==> src/rtl/ioexp_input_debounce.sv <==
// Per-bit debouncer for an IO-expander input word: clean levels, edge strobes,
// and a small event queue of {polarity, bit index} with a level interrupt.
module ioexp_input_debounce #(
  parameter int               WIDTH          = 16,
  parameter int               TICK_DIV       = 1000,
  parameter int               DEBOUNCE_TICKS = 20,
  parameter int               FIFO_DEPTH     = 8,
  parameter logic [WIDTH-1:0] RESET_VALUE    = '0
) (
  input  logic             clk,
  input  logic             reset,
  input  logic [WIDTH-1:0] raw_in,
  output logic [WIDTH-1:0] debounced,
  output logic [WIDTH-1:0] rise,
  output logic [WIDTH-1:0] fall,
  output logic             evt_valid,
  output logic [4:0]       evt_data,
  input  logic             evt_ready,
  output logic             evt_lost,
  input  logic             clear_lost,
  output logic             irq
);

  localparam int PW = $clog2(TICK_DIV);
  localparam int CW = $clog2(DEBOUNCE_TICKS + 1);
  localparam int AW = $clog2(FIFO_DEPTH);

  logic [PW-1:0]    presc_reg;
  logic             tick;
  logic [WIDTH-1:0] debounced_reg, rise_reg, fall_reg;
  logic [WIDTH-1:0] flip, rise_edge, fall_edge;
  logic [WIDTH-1:0] pend_r_reg, pend_f_reg, pend_r_next, pend_f_next;
  logic [WIDTH-1:0] drain_mask;
  logic             sel_valid, sel_pol;
  logic [3:0]       sel_idx;
  logic [AW:0]      wr_ptr_reg, rd_ptr_reg;
  logic             fifo_empty, fifo_full, push, pop, lost;
  logic             evt_lost_reg, irq_reg;
  logic [4:0]       mem [FIFO_DEPTH];

  assign tick = (presc_reg == PW'(TICK_DIV - 1));

  always_ff @(posedge clk) begin
    if (reset)     presc_reg <= '0;
    else if (tick) presc_reg <= '0;
    else           presc_reg <= presc_reg + 1'b1;
  end

  // A bit's counter only advances while raw disagrees with the clean level.
  for (genvar gi = 0; gi < WIDTH; gi++) begin : g_bit
    logic [CW-1:0] cnt_reg;
    logic [CW-1:0] cnt_inc;
    logic          differs;

    assign differs   = (raw_in[gi] != debounced_reg[gi]);
    assign cnt_inc   = cnt_reg + 1'b1;
    assign flip[gi]  = tick && differs && (cnt_inc == CW'(DEBOUNCE_TICKS));

    always_ff @(posedge clk) begin
      if (reset)                   cnt_reg <= '0;
      else if (!differs || flip[gi]) cnt_reg <= '0;
      else if (tick)               cnt_reg <= cnt_inc;
    end
  end

  assign rise_edge = flip & ~debounced_reg;
  assign fall_edge = flip & debounced_reg;

  always_ff @(posedge clk) begin
    if (reset) begin
      debounced_reg <= RESET_VALUE;
      rise_reg      <= '0;
      fall_reg      <= '0;
    end else begin
      debounced_reg <= debounced_reg ^ flip;
      rise_reg      <= rise_edge;
      fall_reg      <= fall_edge;
    end
  end

  // Lowest pending index wins; scanning downward leaves the smallest one last.
  always_comb begin
    sel_valid = 1'b0;
    sel_idx   = '0;
    sel_pol   = 1'b0;
    for (int i = WIDTH - 1; i >= 0; i--) begin
      if (pend_r_reg[i] || pend_f_reg[i]) begin
        sel_valid = 1'b1;
        sel_idx   = 4'(i);
        sel_pol   = pend_r_reg[i];
      end
    end
  end

  assign fifo_empty = (wr_ptr_reg == rd_ptr_reg);
  assign fifo_full  = (wr_ptr_reg[AW] != rd_ptr_reg[AW]) &&
                      (wr_ptr_reg[AW-1:0] == rd_ptr_reg[AW-1:0]);
  assign pop        = !fifo_empty && evt_ready;
  assign push       = sel_valid && (!fifo_full || pop);
  assign drain_mask = push ? (WIDTH'(1) << sel_idx) : '0;

  // A new edge overrides both a drain and an opposite pending edge on its bit.
  assign pend_r_next = (pend_r_reg & ~drain_mask & ~fall_edge) | rise_edge;
  assign pend_f_next = (pend_f_reg & ~drain_mask & ~rise_edge) | fall_edge;
  assign lost        = |(((fall_edge & pend_r_reg) | (rise_edge & pend_f_reg)) & ~drain_mask);

  always_ff @(posedge clk) begin
    if (reset) begin
      pend_r_reg   <= '0;
      pend_f_reg   <= '0;
      wr_ptr_reg   <= '0;
      rd_ptr_reg   <= '0;
      evt_lost_reg <= 1'b0;
      irq_reg      <= 1'b0;
    end else begin
      pend_r_reg <= pend_r_next;
      pend_f_reg <= pend_f_next;
      if (push) wr_ptr_reg <= wr_ptr_reg + 1'b1;
      if (pop)  rd_ptr_reg <= rd_ptr_reg + 1'b1;
      if (lost)            evt_lost_reg <= 1'b1;
      else if (clear_lost) evt_lost_reg <= 1'b0;
      irq_reg <= !fifo_empty;
    end
  end

  always_ff @(posedge clk) begin
    if (push) mem[wr_ptr_reg[AW-1:0]] <= {sel_pol, sel_idx};
  end

  assign debounced = debounced_reg;
  assign rise      = rise_reg;
  assign fall      = fall_reg;
  assign evt_valid = !fifo_empty;
  assign evt_data  = mem[rd_ptr_reg[AW-1:0]];
  assign evt_lost  = evt_lost_reg;
  assign irq       = irq_reg;

endmodule
==> config.mk <==
export PLATFORM = sky130hd
export DESIGN_NAME = ioexp_input_debounce
export DESIGN_NICKNAME = d
export VERILOG_FILES = /design/src/rtl/ioexp_input_debounce.sv
export SDC_FILE = /design/constraint.sdc
export NUM_CORES = 1
export LEC_CHECK = 0
export BUFFER_PORTS_ARGS = -buffer_cell sky130_fd_sc_hd__clkbuf_2
export CAP_MARGIN = 10
export CORE_ASPECT_RATIO = 1.2
export CORE_MARGIN = 2
export CORE_UTILIZATION = 45
export DETAILED_ROUTE_END_ITERATION = 6
export GPL_TIMING_DRIVEN = 0
export PLACE_DENSITY = 0.73
export SKIP_LAST_GASP = 1
export SYNTH_ARGS = -nofsm -noshare
export SYNTH_HDL_FRONTEND = slang
export SYNTH_SLANG_ARGS = --single-unit
==> constraint.sdc <==
create_clock -name clk -period 3.6 [get_ports clk]
set_clock_uncertainty 0.2 [all_clocks]
set_input_delay 0.72 -clock clk [delete_from_list [all_inputs] [get_ports clk]]
set_output_delay 0.72 -clock clk [all_outputs]
set_load 0.005 [all_outputs]
## Word level (Yosys, flattened, before mapping)

Memory sizes are Yosys's and may differ from the RTL's. A register that Yosys moved wholly into a read port is not among the register bits.
Index checks and enable logic that the tools add are counted.

| word-level totals | value |
|---|---|
| bits in registers | 180 |
| memory bits (writable) | 40 |
| input port bits | 20 |
| output and inout bits | 56 |
| word-level logic and storage cells | 260 |
| memories kept | 1 |

Memories:

| memory | words | width | read ports | clocked after Yosys merged registers in | write ports | RTL line | text |
|---|---|---|---|---|---|---|---|
| mem | 8 | 5 | 1 | 1 | 1 | 39 | `logic [4:0] mem [FIFO_DEPTH];` |

| cells by class | value |
|---|---|
| add/subtract/negate cells | 19 |
| equality and inequality tests | 36 |
| shift-type cells | 1 |
| muxes and demuxes | 55 |
| bitwise operators | 17 |
| reductions and logical operators | 105 |

Operator list:

| cell | number |
|---|---|
| AND 16 bit | 9 |
| adder 5 x 1 -> 5 bit, second input constant | 16 |
| equality test 5 bit, second input constant | 16 |
| 2-to-1 mux 4 bit | 16 |
| NOT 16 bit | 4 |
| bitwise OR 16 bit | 3 |
| 2-to-1 mux 1 bit | 36 |
| logical AND 1 bit | 35 |
| OR reduction 2 bit | 17 |
| logical OR 1 bit | 33 |
| zero test 1 bit | 18 |
| inequality test 1 bit | 17 |
| 2-to-1 mux 16 bit | 1 |
| OR reduction 16 bit | 1 |
| << shifter 1 x 4 -> 16 bit, first input constant | 1 |
| bitwise XOR 16 bit | 1 |
| adder 10 x 1 -> 10 bit, second input constant | 1 |
| equality test 10 bit, second input constant | 1 |
| adder 4 x 1 -> 4 bit, second input constant | 2 |
| 2-to-1 mux 3 bit | 2 |
| equality test 4 bit | 1 |
| equality test 3 bit | 1 |
| nonzero test 2 bit | 1 |

## Depth between registers and ports, before layout

| logic depth | value |
|---|---|
| depth in word-level cells | 23 |
| depth in mapped cells | 13 |
| gate-level depth less buffers | 13 |

## Worst setup path after synthesis

Ideal clock, no wire load.

| timing | value |
|---|---|
| path kind | flip-flop to flip-flop |
| start | reg presc_reg[0] |
| end | reg evt_lost_reg, in the netlist evt_lost |
| library setup time | 81 ps |
| data arrival time | 2729 ps |
| data required time | 3319 ps |
| setup slack | 590 ps |
| cell stages (with the launch flop) | 12 |
| path buffers | 0 |
| clock period less this slack | 3010 ps |
| cell sequence | dfxtp_1 -> ha_1 -> nor4bb_1 -> nand3_1 -> nor4_1 -> ha_1 -> a22oi_1 -> and3_1 -> o2bb2a_1 -> o2111ai_1 -> a2111oi_2 -> a41oi_1 |

| between the ends | value |
|---|---|
| cells in the longest elaborated chain, start to end | 9 |
| elaborated cells between the ends (all ways) | 42 |
| those cells by class | 1 x eq/ne; 1 x mux; 6 x bitwise; 34 x reduce/logical |

RTL lines:

| element | RTL line | text |
|---|---|---|
| from (decl) | 28 | `logic [PW-1:0] presc_reg;` |
| from (signal assigned) | 46 | `else presc_reg <= presc_reg + 1'b1;` |
| equality test 10 bit * | 41 | `assign tick = (presc_reg == PW'(TICK_DIV - 1));` |
| logical AND 1 bit * (2 in a row) | 57 | `assign flip[gi] = tick && differs && (cnt_inc == CW'(DEBOUNCE_TICKS));` |
| AND 16 bit * | 67 | `assign fall_edge = flip & debounced_reg;` |
| named net fall_edge[12] | 31 | `logic [WIDTH-1:0] flip, rise_edge, fall_edge;` |
| AND 16 bit * | 105 | `assign lost = \|(((fall_edge & pend_r_reg) \| (rise_edge & pend_f_reg)) & ~drain_mask);` |
| bitwise OR 16 bit * | 105 |  |
| AND 16 bit * | 105 |  |
| OR reduction 16 bit * | 105 |  |
| 2-to-1 mux 1 bit / nonzero test 2 bit (equally long branches) | -- |  |
| to (signal assigned) | 113 | `evt_lost_reg <= 1'b0;` |
| to (signal assigned) | 120 | `if (lost) evt_lost_reg <= 1'b1;` |
| to (signal assigned) | 121 | `else if (clear_lost) evt_lost_reg <= 1'b0;` |
| to (decl) | 38 | `logic evt_lost_reg, irq_reg;` |

The timed path passes the listed nets; every way through them passes the cells marked *.
A chain may end at the register's enable or synchronous reset.

==> flow_metrics.env <==
export IMPL_regArea_sq_mm=0.00486
export IMPL_period_share_pct=94.2
export IMPL_avgSynthCellArea_sq_um=9.57
export IMPL_portBuffers=74
export IMPL_synth_area_sq_mm=0.0105
export IMPL_htree_levels=1
export IMPL_ir_worst_vdd_uv=274
export IMPL_start_util_pct=45.5
export IMPL_worst_path_max_delay_cell="clkbuf_1"
export IMPL_clock_sinks=223
export IMPL_fin_nets=1279
export IMPL_grt_pass1_vias=7828
export IMPL_fmax_mhz=295
export IMPL_cts_buffer_depth=3
export IMPL_ys_flop_type="dfxtp_1"
export IMPL_finalMaxSlewViolations=0
export IMPL_place_gp_congestion=0.919
export IMPL_fin_util_pct=52.1
export IMPL_hp_start="presc_reg[0]"
export IMPL_tightest_slew_ns=0.932
export IMPL_async_flop_share_pct=0
export IMPL_coreArea_sq_mm=0.0230
export IMPL_hp_class="reg2reg"
export IMPL_cts_buffers=23
export IMPL_diodes=0
export IMPL_cp_slowest_stage_delay_ns=0.65
export IMPL_setup_viol=0
export IMPL_cts_tree="built"
export IMPL_grt_start_max_net_pins=15
export IMPL_grt_use_total_pct=20.5
export IMPL_r2r_start="presc_reg[0]"
export IMPL_drt_vias_per_instance=5.32
export IMPL_final_fill_count=2105
export IMPL_timing_final_ws_setup_ns=0.209
export IMPL_status="finished, final reports clean"
export IMPL_fin_crit_ns=3.39
export IMPL_io_pins=76
export IMPL_clk_pin_slew_worst_paths_ns=0.06
export IMPL_antenna_found_initial=0
export IMPL_place_worst_setup_slack_ns=-0.255
export IMPL_synth_top_cell_area_share_pct=35.1
export IMPL_synth_area_leaders="dfxtp_1 (35%), edfxtp_1 (11%), ha_1 (8.0%), xor2_1 (6.1%), nor2_1 (6.0%)"
export IMPL_antenna_left=0
export IMPL_critPathMaxFanout=10
export IMPL_yosys_area_top_type="dfxtp_1"
export IMPL_relSlewSlack_pct=37.4
export IMPL_end_kind="output port"
export IMPL_multi_input_area_sq_mm=0.00540
export IMPL_syn_to_final_growth_pct=14.5
export IMPL_stdcell_count=1523
export IMPL_root_buffer="clkbuf_16"
export IMPL_p_leak_nw=4.55
export IMPL_cp_cell_sequence="clkbuf_1, mux4_2, mux2_2, clkbuf_2"
export IMPL_cap_violations=0
export IMPL_post_cts_buffers=0
export IMPL_drt_initial_drc_count=438
export IMPL_place_inst=1481
export IMPL_crit_path_start_kind="flip-flop"
export IMPL_worst_skew_pair_late_latency_ns=0.51
export IMPL_hold_slack_ns=0.261
export IMPL_drt_first_pass_iters=5
export IMPL_dieArea_sq_mm=0.0245
export IMPL_seq_area_frac_synth_pct=46.5
export IMPL_worstSetupPathType="reg2out"
export IMPL_row_count=61
export IMPL_largest_reg_flops=80
export IMPL_dp_hpwl_mm=18.9
export IMPL_dieWidth_um=143
export IMPL_wl_per_cell_um=16.7
export IMPL_p_per_area_mw_per_mm2=409
export IMPL_ys_types=62
export IMPL_cp_required_ns=2.68
export IMPL_final_cell_area_sq_mm=0.0120
export IMPL_grt_pass1_wl_mm=39.5
export IMPL_drc=0
export IMPL_syn_inst=1092
export IMPL_drive_above_1_share_pct=12.3
export IMPL_synth_edff_count=40
export IMPL_dr_total_vias=8095
export IMPL_syn_nets=1179
export IMPL_crit_arrival_ns=2.47
export IMPL_wirelength_mm=25.5
export IMPL_synth_seq_cells=223
export IMPL_fp_dieH_um=171
export IMPL_overflow=0
export IMPL_place_area_sq_mm=0.0112
export IMPL_yosys_warnings=0
export IMPL_hold_viol_final=0
[cells in the mapped netlist, types with 8 or more instances]
library cell,number
a21oi_1,66
a22oi_1,9
clkbuf_1,25
dfxtp_1,183
edfxtp_1,40
ha_1,67
inv_1,24
mux2_2,8
mux4_2,10
nand2_1,97
nand3_1,32
nand3b_1,17
nand4_1,35
nor2_1,167
nor2b_1,36
nor3_1,8
nor4_1,8
o21ai_0,24
or3_1,32
xnor2_1,41
xor2_1,73
[layout make-up]
| cell class | count | share of cell area [%] |
|---|---|---|
| repair buffers | 75 | 3.14 |
| inverters | 25 | 0.784 |
| clock inverters | 14 | 0.993 |
| clock buffers | 27 | 4.93 |
| flip-flops and latches | 223 | 40.6 |
| well taps | 315 | 3.29 |
| multi-input cells | 811 | 45.1 |
| plain buffers | 33 | 1.10 |
[layout by cell type (no fill, tap or decap), types with 31 or more instances in the layout]
cell type and count:
nand2_1 97, xnor2_1 41, nand3_1 31, ha_1 67, edfxtp_1 40, xor2_1 73
nand4_1 35, or3_1 32, nor2_1 167, clkbuf_2 75, dfxtp_1 183, nor2b_1 36
a21oi_1 66
[worst max-delay path: cells and delay by family, from the launching register on]
kind / cells / cell delay, ns
mux: 2 / 0.90
flops: 1 / 0.30
buf+inv: 2 / 0.76
[stage by stage]
stage,total power [mW],setup TNS [ns]
finish,4.89,0
global route,5.04,-0.00797
CTS,4.92,0
detailed placement,2.68,-0.255
global placement,2.67,-0.191
floorplan,2.64,0
[what timing repair did]
| item | 4_1_cts | 5_1_grt |
|---|---|---|
| setup endpoints to repair | 1 | 1 |
| gates cloned | 0 | 0 |
| resized for setup | 5 | 3 |
| pin swaps | 0 | 0 |
| hold buffers | 0 | 0 |
[metal layers]
| layer | up-vias | wire, um | global-route usage, % |
|---|---|---|---|
| met1 | 3852 | 10500 | 23.8 |
| met2 | 167 | 13000 | 37.9 |
| met5 | - | 0 | 0 |
| met3 | 65 | 842 | 2.10 |
| li1 | 4011 | - | - |
| met4 | 0 | 1060 | 8.82 |
[worst paths after layout]
check                       to  cells after the start  slack [ns]
setup / recovery   evt_data[1]                      4        0.21
hold / removal    presc_reg[0]                      1        0.26
setup reg to reg      evt_lost                     11        0.21
hold reg to reg   presc_reg[0]                      1        0.26
[kinds of logic (layout without fill, tap and decap cells)]
family / after synthesis / count (layout) / share of synthesized area [%]
xor+xnor: 114 / 114 / 9.55
compound gates: 145 / 145 / 8.81
buf+inv: 58 / 174 / 2.14
simple gates: 461 / 461 / 21.3
flops: 223 / 223 / 46.5
fa+ha+maj: 67 / 67 / 8.02
mux: 24 / 24 / 3.59
[report_power, final]
group          internal (mW)  switching, mW
sequential              2.53        0.00189
combinational         0.0249         0.0622
clock                   1.31          0.956
total                   3.87           1.02
Power figures use the tool's default switching activity.
